<file path="src/rtl/divisor_seq.sv">
// Sequential restoring divider plus the borrow-chain subtractor it reuses.
//
// subtrator: N-bit subtract D = A - B - B_in, B_out = borrow out.
//
// divisor_seq: unsigned N-bit division, one quotient bit per cycle.
//   clk      in   rising-edge clock
//   rst      in   asynchronous active-high reset
//   start    in   begin a division (accepted only when idle)
//   A, B     in   N-bit dividend / divisor, sampled with start
//   Q, R     out  registered quotient / remainder, held until next result
//   busy     out  high while iterating
//   done     out  one-cycle pulse when Q/R/div_zero are updated
//   div_zero out  set with done when the divisor was zero

module subtrator #(
    parameter int unsigned N = 4
) (
    input  logic [N-1:0] A,
    input  logic [N-1:0] B,
    input  logic         B_in,
    output logic [N-1:0] D,
    output logic         B_out
);
    localparam int unsigned W = N + 1;

    logic [W-1:0] diff;

    // Extra MSB captures the borrow out of the N-bit difference.
    always_comb begin
        diff  = {1'b0, A} - {1'b0, B} - W'(B_in);
        D     = diff[N-1:0];
        B_out = diff[N];
    end
endmodule

module divisor_seq #(
    parameter int unsigned N = 4
) (
    input  logic         clk,
    input  logic         rst,
    input  logic         start,
    input  logic [N-1:0] A,
    input  logic [N-1:0] B,
    output logic [N-1:0] Q,
    output logic [N-1:0] R,
    output logic         busy,
    output logic         done,
    output logic         div_zero
);
    localparam int unsigned W  = N + 1;
    localparam int unsigned CW = $clog2(N + 1);

    typedef enum logic [1:0] {
        S_IDLE,
        S_CALC,
        S_DONE
    } state_t;

    state_t         state_q, state_d;
    logic [N-1:0]   a_q, a_d;       // dividend bits shift out, quotient bits shift in
    logic [N-1:0]   b_q, b_d;
    logic [N-1:0]   rem_q, rem_d;
    logic [CW-1:0]  cnt_q, cnt_d;
    logic [N-1:0]   q_q, q_d;
    logic [N-1:0]   r_q, r_d;
    logic           dz_q, dz_d;
    logic           busy_q, busy_d;
    logic           done_q, done_d;

    logic [W-1:0]   shifted_c;
    logic [W-1:0]   diff_c;
    logic           borrow_c;
    logic [W-1:0]   rem_step_c;
    logic [N-1:0]   a_step_c;
    logic           unused_rem_msb;

    assign shifted_c = {rem_q, a_q[N-1]};

    subtrator #(.N(W)) u_sub (
        .A     (shifted_c),
        .B     ({1'b0, b_q}),
        .B_in  (1'b0),
        .D     (diff_c),
        .B_out (borrow_c)
    );

    // Restoring step: keep the difference only when it did not borrow.
    always_comb begin
        rem_step_c = borrow_c ? shifted_c : diff_c;
        a_step_c   = {a_q[N-2:0], ~borrow_c};
    end

    // A restored remainder is always below B, so its top bit is always zero.
    assign unused_rem_msb = rem_step_c[N];

    // Next-state and datapath update.
    always_comb begin
        state_d = state_q;
        a_d     = a_q;
        b_d     = b_q;
        rem_d   = rem_q;
        cnt_d   = cnt_q;
        q_d     = q_q;
        r_d     = r_q;
        dz_d    = dz_q;
        busy_d  = 1'b0;
        done_d  = 1'b0;

        case (state_q)
            S_IDLE: begin
                if (start) begin
                    a_d   = A;
                    b_d   = B;
                    rem_d = '0;
                    if (B == '0) begin
                        // Divide by zero: finish immediately with all-ones quotient.
                        state_d = S_DONE;
                        q_d     = '1;
                        r_d     = A;
                        dz_d    = 1'b1;
                        done_d  = 1'b1;
                    end else begin
                        state_d = S_CALC;
                        cnt_d   = CW'(N);
                        busy_d  = 1'b1;
                    end
                end
            end
            S_CALC: begin
                a_d    = a_step_c;
                rem_d  = rem_step_c[N-1:0];
                cnt_d  = cnt_q - CW'(1);
                busy_d = 1'b1;
                if (cnt_q == CW'(1)) begin
                    state_d = S_DONE;
                    busy_d  = 1'b0;
                    done_d  = 1'b1;
                    q_d     = a_step_c;
                    r_d     = rem_step_c[N-1:0];
                    dz_d    = 1'b0;
                end
            end
            S_DONE: begin
                state_d = S_IDLE;
            end
            default: begin
                state_d = S_IDLE;
            end
        endcase
    end

    // State and output registers.
    always_ff @(posedge clk or posedge rst) begin
        if (rst) begin
            state_q <= S_IDLE;
            a_q     <= '0;
            b_q     <= '0;
            rem_q   <= '0;
            cnt_q   <= '0;
            q_q     <= '0;
            r_q     <= '0;
            dz_q    <= 1'b0;
            busy_q  <= 1'b0;
            done_q  <= 1'b0;
        end else begin
            state_q <= state_d;
            a_q     <= a_d;
            b_q     <= b_d;
            rem_q   <= rem_d;
            cnt_q   <= cnt_d;
            q_q     <= q_d;
            r_q     <= r_d;
            dz_q    <= dz_d;
            busy_q  <= busy_d;
            done_q  <= done_d;
        end
    end

    assign Q        = q_q;
    assign R        = r_q;
    assign div_zero = dz_q;
    assign busy     = busy_q;
    assign done     = done_q;
endmodule

</file>
<file path="config.mk">
export PLATFORM = sky130hd
export DESIGN_NAME = divisor_seq
export DESIGN_NICKNAME = d
export VERILOG_FILES = /design/src/rtl/divisor_seq.sv
export SDC_FILE = /design/constraint.sdc
export NUM_CORES = 1
export LEC_CHECK = 0
export CAP_MARGIN = 20
export CELL_PAD_IN_SITES_DETAIL_PLACEMENT = 1
export CELL_PAD_IN_SITES_GLOBAL_PLACEMENT = 2
export CORE_AREA = 2 2 66 68
export CTS_BUF_LIST = sky130_fd_sc_hd__clkbuf_8 sky130_fd_sc_hd__clkbuf_16
export CTS_CLUSTER_DIAMETER = 150
export DETAILED_ROUTE_END_ITERATION = 8
export DIE_AREA = 0 0 68 70
export GPL_TIMING_DRIVEN = 0
export PLACE_DENSITY_LB_ADDON = 0.1
export SLEW_MARGIN = 20
export SYNTH_ARGS = -nofsm -noshare
export SYNTH_HDL_FRONTEND = slang
export SYNTH_SLANG_ARGS = --single-unit
</file>
<file path="constraint.sdc">
create_clock -name clk -period 3.15 [get_ports clk]
set_input_delay 0.315 -clock clk [delete_from_list [all_inputs] [get_ports clk]]
set_output_delay 0.315 -clock clk [all_outputs]
set_load 0.02 [all_outputs]
</file>
==> metrics.md <==
| Metric | Value |
|---|---|
| Type of origin of the critical path | flip-flop |
| Average footprint of a synthesized cell | 10.3 um^2 |
| Routed len/inst | 15.5 um |
| Slowest CP cell | dfrtp_1 |
| Count of input and output buffers | 21 |
| Core Box Area | 4140 um^2 |
| Antenna violations before repair | 0 |
| Vias post-DR | 1063 |
| Worst R2R Start | rem_q[0] |
| Leakage | 0.740 nW |
| P_int | 1.12 mW |
| Flops & latches, synth | 28 |
| Worst-case setup slack after placement | 1080 ps |
| PD cells | 1110 nW/um^2 |
| Final hold violation count | 0 |
| Setup total negative slack | 0 ps |
| Row cnt | 24 |
| Worst setup path category | reg -> reg |
| # H-tree levels | 1 |
| Share of total power in combinational logic | 54.1% |
| Unrepaired setup endpoints after global routing | no |
| Max transition margin | 55.8% |
| Total overflow reported by the global router | 0 |
| Minimum setup slack among reg-to-reg paths | 1100 ps |
| Resized cells post-CTS | 0 |
| Root cell of the clock tree | clkbuf_8 |
| Final worst path period need | 2050 ps |
| Floorplan die area | 4760 um^2 |
| Number of antenna-violating nets in the routed design | 0 |
| Maximum number of pins on one net before global-route repair | 29 |
| Number of warnings reported in the yosys synthesis log | 0 |
| Number of buffers and inverters on the critical path | 0 |
| Fraction of the yosys area taken by sequential cells | 50.1% |
| Result of the run | complete, no violations |
| I/O pin count | 22 |
| Flop pwr share | 33.8% |
| Buffer depth of the longest clock path | 2 |
| Top achievable clock speed | 488 MHz |
| Final wirelength | 3.30 mm |
| Clock tree from TritonCTS | done |
| Number of iterations in the first detailed-routing pass | 4 |
| Number of fill cells in the layout | 481 |
| Post-layout worst setup margin | 1100 ps |
| Type of element capturing the critical path | flip-flop |
| Total setup buffers inserted after CTS | 0 |
| Remaining routing DRC violations | 0 |
| First-pass GRT wire length | 5.75 mm |
| Final worst path period share | 65.0% |
| Fin Clk Skew | 7.44 ps |
| Vertical die dimension | 70 um |
| Data required time at the worst endpoint | 3340 ps |
| Vias in the first global route | 1174 |
| Initial cell density of the core | 33.8% |
| Worst setup startpoint | rem_q[0] |
| Clock-pin slew reported for the worst setup and hold paths after clock tree synthesis | 100 ps |
| Cell variety after synth | 39 |
| Inserted Clock Buffers | 3 |
| Switching Fraction | 41.3% |
| Number of clock sinks | 28 |
| Clock latency at the later pin of the worst-skew pair | 280 ps |
| Placer's final routability congestion estimate | 0.720 |
| Family of cells with the greatest summed delay on the critical path | compound AO/OA/AOI/OAI gates |
| Number of antenna diodes | 0 |
| Maximum net fanout on the critical path | 6 |
| Max capacitance violation total | 0 |
| Worst path cell trace | ha_1, nor2b_1, o31a_2, nor3_4, mux2_4, a31oi_1 |
| Count of routing violations after the opening detailed-route iteration | 41 |
| Max-slew violations | 0 |
| Final setup fails | 0 |
| Netlist area before placement | 1400 um^2 |
| Most common cell after layout, fill and taps aside | dfrtp_1 |
| Post-layout utilization of the core | 41.7% |
| Post-synthesis cell count | 136 |
| Layout cell share with drive strength beyond 1 | 12.4% |
| Global-route total usage across every layer | 15.8% |
| Top library cells by usage in the layout, fill and taps aside | 28 x dfrtp_1, 22 x nand2_1, 21 x clkdlybuf4s50_1, 11 x nor2_1, 8 x inv_1 |
| Die W | 68 um |
| HPWL reported at the end of detailed placement | 2.46 mm |
| Routed via count divided by cell count | 4.99 |
| Net Count, Synth | 154 |
| Total of hold buffers inserted after clock tree synthesis | 0 |
| Worst vdd rail ir drop | 0.422 mV |
| Net switching power of the design | 0.790 mW |
| Delay of the slowest critical-path stage | 440 ps |
| Share of power burned in the clock network | 12.0% |
| Data arrival time of the worst path | 2240 ps |
| Final net count | 180 |
| Area Growth Syn to Fin | 23.6% |
| Slew @ Worst Pin | 661 ps |
| Classification of the worst-slack hold path | in -> async |
## power by group through the flow
stage | clock (mW) | combinational [mW] | sequential [mW]
floorplan | 0 | 0.652 | 0.712
finish | 0.230 | 1.04 | 0.647
CTS | 0.237 | 1.05 | 0.648
global route | 0.246 | 1.17 | 0.673
detailed placement | 0 | 1.04 | 0.654
global placement | 0 | 1.02 | 0.645
## per-stage QoR
| step | total power [mW] | area [um^2] | hold WS [ps] | cells |
|---|---|---|---|---|
| floorplan | 1.36 | 1400 | 380 | 136 |
| global placement | 1.67 | 1670 | 470 | 209 |
| detailed placement | 1.70 | 1670 | 482 | 209 |
| CTS | 1.94 | 1730 | 440 | 213 |
| global route | 2.09 | 1730 | 466 | 213 |
| finish | 1.91 | 1730 | 413 | 213 |
## final timing paths
| check | endpoint | cells past startpoint |
|---|---|---|
| worst max-delay path | R[1] | 6 |
| worst min-delay path | Q[3] | 2 |
| worst max register to register | R[1] | 6 |
| worst min register to register | Q[1] | 1 |
| max in group asynchronous | b_q[3] | 2 |
| min in group clk | Q[1] | 1 |
## area by class of cell
class | count | area [um^2] | area share [%]
Clock buffer | 4 | 55.1 | 3.18
Tap cell | 52 | 65.1 | 3.76
Inverter | 10 | 37.5 | 2.17
Sequential cell | 28 | 701 | 40.5
Buffer | 4 | 31.3 | 1.81
Timing Repair Buffer | 21 | 210 | 12.2
Multi-Input combinational cell | 94 | 629 | 36.4
## metal layers
metal  routed length, um  track usage, %  vias to the layer above  part of all wire (%)
met2                1510            23.6                       22                    46
li1                    -               -                      522                     -
met4                  58            4.67                        0                   1.8
met1                1600            23.1                      513                    49
met3                 135            2.90                        6                   4.1
met5                   0               0                        -                     0
## flip-flops by register name, indices dropped and copies added, names as in the netlist
| name | count |
|---|---|
| busy | 1 |
| rem_q | 4 |
| R | 4 |
| cnt_q | 3 |
| a_q | 4 |
| done | 1 |
| Q | 4 |
| div_zero | 1 |
| state_q | 2 |
| b_q | 4 |
## logic make-up after synthesis
logic type               count (synthesis)  synth area share, %
flip-flops                              28                 50.1
AO/OA/AOI/OAI                           32                 17.1
XOR/XNOR                                 1                0.626
AND/OR/NAND/NOR                         52                 18.6
buffers and inverters                   14                 4.92
multiplexers                             2                 1.88
adder cells (fa/ha/maj)                  7                 6.80
## cell usage after synthesis
cell / count / area share (%)
fa_1: 1 / 1.4
ha_1: 6 / 5.4
mux2_4: 1 / 1.1
o311ai_1: 1 / 0.63
nor2b_2: 1 / 0.63
clkbuf_2: 1 / 0.36
nor2b_1: 2 / 0.89
dfrtp_1: 28 / 50
a41oi_2: 2 / 2.3
or4_1: 2 / 1.1
nor3_4: 1 / 1.2
nand2_1: 22 / 5.9
inv_2: 1 / 0.27
nor4_1: 1 / 0.45
clkbuf_1: 1 / 0.27
nor2_1: 11 / 3.0
xnor2_1: 1 / 0.63
a21oi_1: 1 / 0.36
o22a_1: 3 / 1.9
nor2_4: 1 / 0.80
or2_2: 1 / 0.45
buf_6: 2 / 1.6
a22oi_2: 1 / 0.89
a31oi_1: 4 / 1.8
nor2_2: 1 / 0.45
o31a_2: 1 / 0.72
and2b_1: 1 / 0.54
or3_1: 2 / 0.89
nand3_1: 4 / 1.4
a2bb2oi_1: 1 / 0.63
nand3b_1: 1 / 0.54
o21ai_0: 7 / 2.5
o21a_1: 3 / 1.6
o21ai_1: 3 / 1.1
a22oi_1: 4 / 2.1
nand2b_1: 1 / 0.45
mux2_2: 1 / 0.80
o21bai_1: 1 / 0.54
inv_1: 9 / 2.4
(Power assumes the default switching activity.)
